`src/rtl/core_pkg.sv`:
```
// Shared core definitions used by the fetch front end.
package core_pkg;

    localparam int unsigned XLEN = 32;
    localparam logic [XLEN-1:0] NOP = 32'h0000_0013;

    typedef enum logic [1:0] {
        FS_BOOT,
        FS_FETCH,
        FS_DRAIN
    } fetch_state_e;

    typedef struct packed {
        logic [XLEN-1:0] instr;
        logic [XLEN-1:0] pc;
    } fetch_entry_t;

endpackage

```
`src/rtl/fetch_fifo.sv`:
```
// Prefetch FIFO: DEPTH entries, push/pop/flush; a flush wins over any push in the same cycle.
module fetch_fifo #(
    parameter int unsigned DEPTH = 2,
    parameter int unsigned WIDTH = 64
) (
    input  logic                       clock_i,
    input  logic                       reset_ni,
    input  logic                       push_i,
    input  logic [WIDTH-1:0]           data_i,
    input  logic                       pop_i,
    input  logic                       flush_i,
    output logic [WIDTH-1:0]           data_o,
    output logic                       empty_o,
    output logic [$clog2(DEPTH):0]     count_o
);
    localparam int unsigned AW = $clog2(DEPTH);
    localparam int unsigned CW = AW + 1;

    logic [WIDTH-1:0] mem_q [DEPTH];
    logic [AW-1:0]    rd_q, rd_d, wr_q, wr_d;
    logic [CW-1:0]    cnt_q, cnt_d;
    logic             do_push, do_pop;

    always_comb begin
        do_pop  = pop_i && (cnt_q != '0);
        do_push = push_i && ((cnt_q != CW'(DEPTH)) || do_pop);
        rd_d    = rd_q + AW'(do_pop);
        wr_d    = wr_q + AW'(do_push);
        cnt_d   = cnt_q + CW'(do_push) - CW'(do_pop);
        if (flush_i) begin
            rd_d  = '0;
            wr_d  = '0;
            cnt_d = '0;
        end
    end

    always_ff @(posedge clock_i or negedge reset_ni) begin
        if (!reset_ni) begin
            rd_q  <= '0;
            wr_q  <= '0;
            cnt_q <= '0;
        end else begin
            rd_q  <= rd_d;
            wr_q  <= wr_d;
            cnt_q <= cnt_d;
        end
    end

    always_ff @(posedge clock_i) begin
        if (do_push && !flush_i) mem_q[wr_q] <= data_i;
    end

    assign data_o  = mem_q[rd_q];
    assign empty_o = (cnt_q == '0);
    assign count_o = cnt_q;

endmodule

```
`src/rtl/fetch_unit.sv`:
```
// Instruction fetch with prefetch FIFO and redirect draining.
// Optional FETCH_BYPASS_EN forwards a response straight to instr_o when the FIFO is empty.
module fetch_unit
    import core_pkg::*;
#(
    parameter int unsigned     DEPTH    = 2,
    parameter logic [XLEN-1:0] RESET_PC = 32'h0000_0000
) (
    input  logic            clock_i,
    input  logic            reset_ni,
    input  logic            redirect_i,
    input  logic [XLEN-1:0] redirect_pc_i,
    input  logic            instr_ready_i,
    output logic            instr_valid_o,
    output logic [XLEN-1:0] instr_o,
    output logic [XLEN-1:0] instr_pc_o,
    output logic            imem_req_o,
    output logic [XLEN-1:0] imem_addr_o,
    input  logic            imem_gnt_i,
    input  logic            imem_rvalid_i,
    input  logic [XLEN-1:0] imem_rdata_i
);
    localparam int unsigned AW = $clog2(DEPTH);
    localparam int unsigned CW = AW + 1;

    fetch_state_e    state_q, state_d;
    logic [XLEN-1:0] fetch_pc_q, fetch_pc_d;
    logic [CW-1:0]   outst_q, outst_d, discard_q, discard_d;
    logic [XLEN-1:0] aq_q [DEPTH];
    logic [AW-1:0]   aq_rd_q, aq_rd_d, aq_wr_q, aq_wr_d;

    fetch_entry_t    fifo_head, fifo_in;
    logic [CW-1:0]   fifo_cnt;
    logic            fifo_empty, fifo_push, fifo_pop;
    logic            rsp_live, accept, grant, bypass;

    // Responses with nothing outstanding (e.g. stragglers from before a reset) are ignored.
    always_comb begin
        rsp_live    = imem_rvalid_i && (outst_q != '0);
        imem_req_o  = (state_q == FS_FETCH) && !redirect_i &&
                      ((32'(outst_q) + 32'(fifo_cnt)) < DEPTH);
        imem_addr_o = {fetch_pc_q[XLEN-1:2], 2'b00};
        grant       = imem_req_o && imem_gnt_i;
        accept      = rsp_live && (state_q == FS_FETCH) && !redirect_i;
`ifdef FETCH_BYPASS_EN
        bypass      = accept && fifo_empty;
`else
        bypass      = 1'b0;
`endif
        instr_valid_o = !fifo_empty || bypass;
        instr_o       = NOP;
        instr_pc_o    = '0;
        if (!fifo_empty) begin
            instr_o    = fifo_head.instr;
            instr_pc_o = fifo_head.pc;
        end else if (bypass) begin
            instr_o    = imem_rdata_i;
            instr_pc_o = aq_q[aq_rd_q];
        end
        fifo_pop  = instr_ready_i && !fifo_empty;
        fifo_push = accept && !(bypass && instr_ready_i);
        fifo_in   = {imem_rdata_i, aq_q[aq_rd_q]};
    end

    always_comb begin
        state_d    = state_q;
        fetch_pc_d = fetch_pc_q;
        discard_d  = discard_q;
        outst_d    = outst_q + CW'(grant) - CW'(rsp_live);
        aq_wr_d    = aq_wr_q + AW'(grant);
        aq_rd_d    = aq_rd_q + AW'(rsp_live);
        if (grant) fetch_pc_d = fetch_pc_q + 32'd4;
        if (redirect_i) begin
            // Everything still in flight belongs to the old path.
            fetch_pc_d = redirect_pc_i & ~32'h3;
            discard_d  = outst_q - CW'(rsp_live);
            state_d    = (discard_d != '0) ? FS_DRAIN : FS_FETCH;
        end else begin
            case (state_q)
                FS_BOOT:  state_d = FS_FETCH;
                FS_DRAIN: begin
                    discard_d = discard_q - CW'(rsp_live);
                    if (discard_d == '0) state_d = FS_FETCH;
                end
                default:  state_d = state_q;
            endcase
        end
    end

    always_ff @(posedge clock_i or negedge reset_ni) begin
        if (!reset_ni) begin
            state_q    <= FS_BOOT;
            fetch_pc_q <= RESET_PC;
            outst_q    <= '0;
            discard_q  <= '0;
            aq_rd_q    <= '0;
            aq_wr_q    <= '0;
        end else begin
            state_q    <= state_d;
            fetch_pc_q <= fetch_pc_d;
            outst_q    <= outst_d;
            discard_q  <= discard_d;
            aq_rd_q    <= aq_rd_d;
            aq_wr_q    <= aq_wr_d;
        end
    end

    // In-order address queue: one entry per granted request, retired by each response.
    always_ff @(posedge clock_i) begin
        if (grant) aq_q[aq_wr_q] <= imem_addr_o;
    end

    fetch_fifo #(
        .DEPTH (DEPTH),
        .WIDTH ($bits(fetch_entry_t))
    ) u_fifo (
        .clock_i  (clock_i),
        .reset_ni (reset_ni),
        .push_i   (fifo_push),
        .data_i   (fifo_in),
        .pop_i    (fifo_pop),
        .flush_i  (redirect_i),
        .data_o   (fifo_head),
        .empty_o  (fifo_empty),
        .count_o  (fifo_cnt)
    );

endmodule

```
`config.mk`:
```
export PLATFORM = sky130hd
export DESIGN_NAME = fetch_unit
export DESIGN_NICKNAME = d
export VERILOG_FILES = /design/src/rtl/core_pkg.sv /design/src/rtl/fetch_fifo.sv /design/src/rtl/fetch_unit.sv
export SDC_FILE = /design/constraint.sdc
export NUM_CORES = 1
export LEC_CHECK = 0
export BUFFER_PORTS_ARGS = -buffer_cell sky130_fd_sc_hd__buf_2
export CAP_MARGIN = 10
export CELL_PAD_IN_SITES_DETAIL_PLACEMENT = 0
export CELL_PAD_IN_SITES_GLOBAL_PLACEMENT = 1
export CORE_UTILIZATION = 46
export CTS_CLUSTER_DIAMETER = 100
export DETAILED_ROUTE_END_ITERATION = 12
export PLACE_DENSITY_LB_ADDON = 0.1
export SLEW_MARGIN = 10
export SYNTH_ARGS = -nofsm -noshare
export SYNTH_HDL_FRONTEND = slang
export SYNTH_HIERARCHICAL = 1
export SYNTH_SLANG_ARGS = --single-unit
```
`constraint.sdc`:
```
create_clock -name clock_i -period 8.5 [get_ports clock_i]
set_input_delay 0 -clock clock_i [delete_from_list [all_inputs] [get_ports clock_i]]
set_output_delay 0 -clock clock_i [all_outputs]
set_load 0.02 [all_outputs]
```
==> results of run 1 <==
-- metrics by stage --
stage / total power, W / utilization / instances / instance area (µm²) / worst slack, ns
after floorplan: 0.00168 / - / 663 / 9800 / 2.16
after global placement: 0.00180 / 0.529 / 1073 / 10900 / 5.15
after detailed placement: 0.00182 / 0.529 / 1073 / 10900 / 5.08
after CTS: 0.00283 / 0.597 / 1181 / 12300 / 5.06
after global routing: 0.00293 / 0.597 / 1181 / 12300 / 4.87
final: 0.00280 / 0.597 / 1181 / 12300 / 5.05
-- per-layer routing --
layer | GRT usage | vias to the layer above | part of all wire
li1 | - | 2926 | -
met1 | 0.239 | 2976 | 0.45
met2 | 0.306 | 200 | 0.47
met3 | 0.0290 | 25 | 0.061
met4 | 0.0515 | 0 | 0.017
met5 | 0 | - | 0
-- cells in the final DEF, fill, tap and decap left out, drive strengths merged, types with 10 or more instances in the layout --
master,count
nor2b,68
edfxtp,188
nand2,42
mux2,96
nor2,21
inv,13
nand4,10
clkbuf,35
buf,172
nand3,19
dlygate4sd3,64
o21ai,21
dfrtp,42
-- state kept, by name, indices dropped and copies added (netlist names) --
register and count:
aq_rd_q 1, u_fifo/rd_q 1, u_fifo/wr_q 1, aq_wr_q 1, aq_q 60, outst_q 2, u_fifo/count_o 2, fetch_pc_q 30
discard_q 2, state_q 2, u_fifo/mem_q 128
-- worst min-delay path, stage by stage --
cell	delay, ns
buf_2	0.09
nor2b_1	0.15
o21a_2	0.14
xnor2_1	0.12
nor2_1	0.04
-- power by group through the flow --
stage	Combinational [W]	Sequential [W]	Clock [W]
6_report	0.000429	0.00138	0.000986
3_3_place_gp	0.000397	0.00140	0
3_5_place_dp	0.000410	0.00141	0
2_1_floorplan	0.000267	0.00141	0
4_1_cts	0.000436	0.00138	0.00101
5_1_grt	0.000476	0.00139	0.00106
-- Yosys cell counts, drive strengths merged, types with 2 or more instances --
master,count,area (µm²)
or4,4,30.0
o21ai,21,105
a221o,3,30.0
a32oi,3,26.3
nand2,42,158
xnor2,6,52.6
nor4,2,12.5
a22oi,3,22.5
nand2b,3,18.8
and2,3,18.8
xor2,7,61.3
nor2b,68,425
mux2,96,1080
ha,9,113
nand4,10,62.6
nor2,21,78.8
dfrtp,42,1050
or2,3,18.8
a21oi,4,20.0
or4b,2,23.8
o211ai,4,30.0
a31oi,2,12.5
clkbuf,18,67.6
edfxtp,188,5650
nand3b,3,22.5
o221ai,4,35.0
and3,9,56.3
a41oi,2,17.5
inv,13,48.8
nand3,19,95.1
buf,14,90.1
o21a,2,16.3
a21o,2,15.0
nor3b,2,15.0
nor3,7,35.0
o311ai,8,70.1
-- final cells by class --
type	count	area share
multi-input combinational	388	0.237
tap	270	0.0275
clock inverter	9	0.00499
inverter	13	0.00397
clock buffer	35	0.0565
sequential	230	0.546
timing repair buffer	236	0.124
-- logic make-up after synthesis --
group,share of synthesized area
and+or+nand+nor,0.111
adders and majority gates,0.0136
muxes,0.112
buffers and inverters,0.0211
other,0.000383
DFF,0.685
AOI/OAI and AO/OA,0.0454
xor gates and xnor gates,0.0116
-- path summary, 6_finish.rpt --
kind                                   start        endpoint  slack [ns]  depth (start not counted)
min in group asynchronous           reset_ni      state_q[1]        0.20                          2
hold / removal                 instr_ready_i     u_fifo/rd_q        0.08                          5
setup / recovery           u_fifo/count_o[0]  fetch_pc_q[24]        5.05                          7
max in group asynchronous           reset_ni     u_fifo/rd_q        7.62                          2
hold reg to reg                      aq_rd_q         aq_rd_q        0.47                          1
setup reg to reg           u_fifo/count_o[0]  fetch_pc_q[24]        5.05                          7
==> impl_metrics.py, run 1 <==
metrics = {
    "hold_path": {
        "hp-class": "input pin to flop",
    },
    "sta": {
        "finalMaxSlewViolations": 0,
        "tns_ns": 0,
        "finalSetupViolCount": 0,
        "skew_ns": 0.0152,
        "grt_setup_unrepaired": "false",
        "whs_ns": 0.0847,
        "period_needed_ns": 3.45,
        "final.period_utilization": 0.406,
        "max_freq_ghz": 0.289,
        "timing_hold_violations_final": 0,
        "tightest_slew_ns": 0.986,
        "maxSlewHeadroom": 0.343,
    },
    "pwr": {
        "pwr-share-seq": 0.494,
        "intPower_w": 0.00210,
        "p_sw_w": 0.000701,
        "pwr-share-clk": 0.352,
        "combPwrFrac": 0.153,
        "sw_frac_of_total": 0.250,
        "ir_drop_uv": 140,
        "power.density_nw_per_um2": 228,
        "p_leak_nw": 4.71,
    },
    "grt": {
        "grt_use_total": 0.180,
        "grt-ovfl-total": 0,
        "antenna_found_initial": 0,
        "grt_pass1_vias": 6195,
        "grt_max_degree": 67,
        "grt_pass1_wl_um": 31300,
    },
    "placement": {
        "place_hpwl_um": 11900,
        "numPortBuffers": 163,
        "place.gp.congestion": 0.802,
    },
    "detailed_routing": {
        "detail-route-antenna-nets": 0,
        "post-route-drc-count": 0,
        "wl_um": 19400,
        "initialDrtViolationCount": 277,
        "wl_per_cell_um": 16.5,
        "dr.pass1.iters": 4,
        "via_count": 6127,
        "viasPerCell": 5.19,
    },
    "die": {
        "core_um2": 20600,
        "start_util": 0.476,
        "dieArea_um2": 21800,
        "io_pins": 168,
        "num_rows": 52,
        "die-width_um": 148,
        "chipHeight_um": 148,
    },
    "cells_and_area": {
        "n_antenna_cell": 0,
        "fillers": 1674,
        "areaGrowthSynthToFinish_pct": 25.5,
        "ff_latch_area_um2": 6700,
        "layout.nets": 973,
        "multi_input_area_um2": 2910,
        "layout-drive-gt1-share": 0.279,
    },
    "clocking": {
        "root_buffer": "clkbuf_16",
        "clk_path_buf_depth": 3,
        "cts_tree": "yes",
        "h-tree-depth": 1,
        "worst_skew_pair.late_latency_ns": 0.51,
        "cts.sinks": 230,
        "cts-resized-gates": 0,
        "ctsHoldBuffers": 64,
        "postCtsSetupBuffers": 0,
        "cts.clk_slew.worst_paths_ns": 0.06,
        "cts_buffers": 24,
    },
    "setup_path": {
        "cpPeakStageDelay_ns": 0.77,
        "end_kind": "flop",
        "slowest_stage": "or4b_4",
        "path_cells": "and2_1 > fa_1 > or4b_4 > inv_1 > nand2_1 > or4_1 > o211ai_1",
        "start_kind": "flop",
        "critPathBufInv": 1,
        "worst_ep_arrival_time_ns": 3.86,
        "path_class": "flop to flop",
        "worstPathRequired_ns": 8.90,
        "cp_max_fo": 39,
        "cp_top_family": "simple AND/OR/NAND/NOR gates",
    },
    "synth": {
        "ys_seq_area_frac": 0.685,
        "yosys_warnings": 6,
        "synth_edf_count": 188,
        "ys_seq_elements": 230,
        "async_reset_ff_frac": 0.183,
        "synth.distinct_cells": 53,
        "postSynthAreaPerCell_um2": 14.9,
        "synthesis.instances": 658,
        "synthFlopType": "edfxtp_1",
        "syn_area_um2": 9780,
    },
    "status": {
        "status": "completed",
    },
    "job": {
        "drv_cap": 0,
    },
}
Note: power is estimated with default switching activity, not from simulation.
==> inputs of run 2 (changes only) <==
==> constraint.sdc (replaced) <==
create_clock -name clock_i -period 3.2 [get_ports clock_i]
set_input_delay 0 -clock clock_i [delete_from_list [all_inputs] [get_ports clock_i]]
set_output_delay 0 -clock clock_i [all_outputs]
set_load 0.02 [all_outputs]
==> run 2 against run 1 <==
Cell count increased by 0.51%. Global-route usage is 0.47 points higher. Register-to-register slack got worse by 4.7 ns. Via count rose by 0.64%. Design area up 1.3%. Sequential power rose to 2.7 times the previous value. Clock power grew to 2.9 times the previous value. Largest power group unchanged.
==> impl_metrics.py, run 2 (synthesis gave the netlist of run 1 again) <==
metrics = {
    "cells_and_area": {
        "final_common_cell": "edfxtp_1",
        "areaGrowthSynthToFinish_pct": 27.2,
        "layout.nets": 978,
        "largest_register_ffs": 128,
        "final_cell_mix": "edfxtp_1, buf_2, nor2b_1",
        "top_register": "u_fifo/mem_q",
        "final_area_um2": 12400,
        "reg_top3": "u_fifo/mem_q (128), aq_q (60), fetch_pc_q (30)",
        "layout-drive-gt1-share": 0.287,
        "n_antenna_cell": 0,
    },
    "clocking": {
        "cts.clk_slew.worst_paths_ns": 0.06,
        "cts_tree": "yes",
        "root_buffer": "clkbuf_16",
        "worst_skew_pair.late_latency_ns": 0.51,
        "cts.sinks": 230,
        "clk_path_buf_depth": 3,
        "h-tree-depth": 1,
        "cts_buffers": 25,
        "cts-resized-gates": 0,
    },
    "placement": {
        "place_hpwl_um": 12500,
        "numPortBuffers": 163,
        "place.gp.congestion": 0.810,
        "post_dp_cell_area_um2": 11000,
        "place_ws_ns": 0.337,
    },
    "sta": {
        "setup_ws_ns": 0.323,
        "skew_ns": 0.0124,
        "max_freq_ghz": 0.348,
        "maxSlewHeadroom": 0.317,
        "finalSetupViolCount": 0,
        "grt_setup_unrepaired": "false",
        "tightest_slew_ns": 1.02,
        "period_needed_ns": 2.88,
        "tns_ns": 0,
        "final.period_utilization": 0.899,
        "whs_ns": 0.0685,
        "finalMaxSlewViolations": 0,
        "timing_hold_violations_final": 0,
    },
    "setup_path": {
        "worst_ep_arrival_time_ns": 3.31,
        "end_kind": "flop",
        "cp_max_fo": 38,
        "worstPathRequired_ns": 3.63,
        "path_class": "flop to flop",
        "start_kind": "flop",
    },
    "grt": {
        "grt_pass1_vias": 6358,
        "grt_use_total": 0.185,
        "grt-ovfl-total": 0,
        "antenna_found_initial": 0,
        "grt_max_degree": 66,
        "grt_pass1_wl_um": 32100,
    },
    "detailed_routing": {
        "wl_per_cell_um": 16.6,
        "initialDrtViolationCount": 273,
        "viasPerCell": 5.19,
        "detail-route-antenna-nets": 0,
        "via_count": 6166,
        "dr.pass1.iters": 4,
        "post-route-drc-count": 0,
        "wl_um": 19700,
    },
    "pwr": {
        "power.density_nw_per_um2": 617,
        "p_leak_nw": 4.79,
        "ir_drop_uv": 482,
    },
    "job": {
        "drv_cap": 0,
    },
    "die": {
        "die-width_um": 148,
        "start_util": 0.476,
        "io_pins": 168,
        "chipHeight_um": 148,
        "core_um2": 20600,
        "num_rows": 52,
        "dieArea_um2": 21800,
    },
    "status": {
        "status": "completed",
    },
    "hold_path": {
        "hp-class": "input pin to flop",
    },
}
[run 2: per-layer routing]
| layer | up-vias | global-route usage | part of all wire |
|---|---|---|---|
| met2 | 186 | 0.309 | 0.48 |
| met3 | 31 | 0.0370 | 0.064 |
| met5 | - | 0 | 0 |
| li1 | 2931 | - | - |
| met1 | 3018 | 0.247 | 0.44 |
| met4 | 0 | 0.0454 | 0.015 |
[run 2: critical path, stage by stage (launching register included)]
cell and delay, ns:
dfrtp_1 0.50, and2_1 0.19, fa_1 0.44, or4b_4 0.55
buf_4 0.27, ha_1 0.32, inv_1 0.04, ha_1 0.18
xnor2_1 0.18, xnor2_1 0.14
[run 2: power by group]
part,total (W),switching (W),internal [W]
Sequential,0.00368,0.000184,0.00350
Clock,0.00284,0.00110,0.00174
Combinational,0.00115,0.000639,0.000513
Total,0.00767,0.00192,0.00575
[run 2: layout make-up]
| type | count | area (µm²) |
|---|---|---|
| clock buffer | 33 | 686 |
| tap | 270 | 338 |
| fill | 1652 | 8120 |
| clock inverter | 13 | 140 |
| sequential | 230 | 6700 |
| timing repair buffer | 240 | 1600 |
| multi-input combinational | 388 | 2930 |
| inverter | 13 | 48.8 |
[run 2: per-stage QoR]
step | util | cells | total power (W)
floorplan | - | 663 | 0.00445
CTS | 0.605 | 1187 | 0.00776
detailed placement | 0.534 | 1077 | 0.00484
finish | 0.605 | 1187 | 0.00767
global placement | 0.534 | 1077 | 0.00479
global route | 0.605 | 1187 | 0.00800
[run 2: path summary, 6_finish.rpt]
path,endpoint,cells past startpoint,slack [ns],start
worst max-delay path,outst_q[1],9,0.32,u_fifo/count_o[0]
worst min-delay path,u_fifo/rd_q,5,0.07,instr_ready_i
worst max register to register,outst_q[1],9,0.32,u_fifo/count_o[0]
worst min register to register,aq_rd_q,1,0.47,aq_rd_q
max in group asynchronous,u_fifo/rd_q,2,2.30,reset_ni
min in group asynchronous,state_q[1],2,0.21,reset_ni
[run 2: repair_timing]
| action | 4_1_cts | 5_1_grt |
|---|---|---|
| buffers inserted | 0 | 0 |
| endpoints found under the hold margin | 137 | 0 |
| hold buffers | 64 | 0 |
==> inputs of run 3 (changes only) <==
--- a/config.mk
+++ b/config.mk
@@ -13,6 +13,7 @@
 export CTS_CLUSTER_DIAMETER = 100
 export DETAILED_ROUTE_END_ITERATION = 12
 export PLACE_DENSITY_LB_ADDON = 0.1
+export REMOVE_ABC_BUFFERS = 1
 export SLEW_MARGIN = 10
 export SYNTH_ARGS = -nofsm -noshare
 export SYNTH_HDL_FRONTEND = slang
==> constraint.sdc (replaced) <==
create_clock -name clock_i -period 3.2 [get_ports clock_i]
set_input_delay 0 -clock clock_i [delete_from_list [all_inputs] [get_ports clock_i]]
set_output_delay 0 -clock clock_i [all_outputs]
set_load 0.1 [all_outputs]
==> run 3 against run 2 <==
Combinational power grew 57%. Worst setup slack better by 0.041 ns. Total power rose by 8.6%. Global-route usage is 0.92 points higher.
==> impl_metrics.py, run 3 (synthesis gave the netlist of run 1 again) <==
metrics = {
    "setup_path": {
        "end_kind": "flop",
        "cp_top_family": "adder cells",
        "reg2reg_from": "u_fifo/count_o[0]",
        "crit_start": "u_fifo/count_o[0]",
        "critPathBufInv": 2,
        "cp_max_fo": 38,
        "start_kind": "flop",
        "path_class": "flop to flop",
        "worst_ep_arrival_time_ns": 3.27,
        "slowest_stage": "or4b_4",
        "path_cells": "and2_1 > fa_1 > or4b_4 > buf_4 > ha_1 > inv_1 > ha_1 > xnor2_1 > xnor2_1",
        "worstPathRequired_ns": 3.63,
        "cpPeakStageDelay_ns": 0.55,
    },
    "cells_and_area": {
        "n_antenna_cell": 0,
        "final_cell_mix": "edfxtp_1, buf_2, nor2b_1",
        "final_common_cell": "edfxtp_1",
        "areaGrowthSynthToFinish_pct": 26.9,
        "layout-drive-gt1-share": 0.293,
        "reg_top3": "u_fifo/mem_q (128), aq_q (60), fetch_pc_q (30)",
        "top_register": "u_fifo/mem_q",
        "stdcell_count": 1186,
        "fillers": 1660,
        "layout.nets": 978,
        "largest_register_ffs": 128,
    },
    "detailed_routing": {
        "via_count": 6164,
        "wl_um": 20600,
        "viasPerCell": 5.20,
        "wl_per_cell_um": 17.4,
        "dr.pass1.iters": 5,
        "detail-route-antenna-nets": 0,
        "post-route-drc-count": 0,
        "initialDrtViolationCount": 315,
    },
    "die": {
        "num_rows": 52,
        "dieArea_um2": 21800,
        "io_pins": 168,
        "chipHeight_um": 148,
        "core_um2": 20600,
        "die-width_um": 148,
        "start_util": 0.476,
    },
    "sta": {
        "finalSetupViolCount": 0,
        "whs_ns": 0.0924,
        "tns_ns": 0,
        "period_needed_ns": 2.84,
        "finalMaxSlewViolations": 0,
        "timing_hold_violations_final": 0,
        "grt_setup_unrepaired": "false",
        "skew_ns": 0.0116,
        "final.period_utilization": 0.886,
        "tightest_slew_ns": 1.02,
        "maxSlewHeadroom": 0.320,
        "max_freq_ghz": 0.353,
    },
    "pwr": {
        "p_leak_nw": 4.78,
        "power.density_nw_per_um2": 671,
        "ir_drop_uv": 419,
    },
    "clocking": {
        "cts_buffers": 24,
        "postCtsSetupBuffers": 0,
        "cts-resized-gates": 0,
        "worst_skew_pair.late_latency_ns": 0.51,
        "ctsHoldBuffers": 64,
        "h-tree-depth": 1,
        "cts.sinks": 230,
        "clk_path_buf_depth": 3,
        "cts_tree": "yes",
        "root_buffer": "clkbuf_16",
        "cts.clk_slew.worst_paths_ns": 0.06,
    },
    "grt": {
        "antenna_found_initial": 0,
        "grt_max_degree": 66,
        "grt_pass1_wl_um": 33000,
        "grt_pass1_vias": 6379,
        "grt_use_total": 0.194,
        "grt-ovfl-total": 0,
    },
    "status": {
        "status": "completed",
    },
    "placement": {
        "dp_cells": 1078,
        "numPortBuffers": 163,
        "place_hpwl_um": 13000,
        "place.gp.congestion": 0.787,
    },
    "hold_path": {
        "hp-class": "input pin to flop",
        "min_from": "instr_ready_i",
    },
    "job": {
        "drv_cap": 0,
    },
}
## run 3: cell types whose count changed in the layout (fill, tap and decap cells not counted), moves of 2 or more
cell	previous run	this run
buf_4	9	11
clkinv_1	6	2
clkinv_2	2	6
inv_6	2	0
## run 3: layout make-up
| cell class | count | area (µm²) | area share |
|---|---|---|---|
| clock inverter | 13 | 144 | 0.0116 |
| multi-input combinational | 388 | 2920 | 0.235 |
| inverter | 13 | 48.8 | 0.00393 |
| sequential | 230 | 6700 | 0.540 |
| clock buffer | 31 | 668 | 0.0538 |
| tap | 270 | 338 | 0.0272 |
| timing repair buffer | 241 | 1600 | 0.129 |
## run 3: metrics by stage
stage	total power, W	setup slack, ns	cell area [µm²]	util
2_1_floorplan	0.00509	-3.59	9640	-
3_3_place_gp	0.00548	0.353	11000	0.533
3_5_place_dp	0.00553	0.274	11000	0.533
4_1_cts	0.00841	0.244	12400	0.604
5_1_grt	0.00867	0.229	12400	0.604
6_report	0.00833	0.365	12400	0.604
## run 3: worst paths after layout
kind,slack (ns),cells after the start,endpoint
max in group asynchronous,2.25,2,u_fifo/rd_q
hold / removal,0.09,5,u_fifo/rd_q
min in group asynchronous,0.21,2,state_q[0]
hold reg to reg,0.55,2,state_q[1]
setup reg to reg,0.36,9,outst_q[1]
setup / recovery,0.36,9,outst_q[1]
## run 3: routing by layer
metal | vias to the layer above | part of all wire | GRT usage
li1 | 2934 | - | -
met1 | 3000 | 0.41 | 0.245
met2 | 187 | 0.50 | 0.338
met3 | 43 | 0.056 | 0.0312
met4 | 0 | 0.026 | 0.0675
met5 | - | 0 | 0
## run 3: tightest hold or removal path, cell delays in order
cell and delay [ns]:
buf_2 0.10, nor2b_1 0.16, o21a_2 0.13, xnor2_1 0.14, nor2_1 0.04
## run 3: power by group
group / switching (W) / internal, W
Sequential: 0.000221 / 0.00349
Combinational: 0.00129 / 0.000511
Clock: 0.00110 / 0.00171
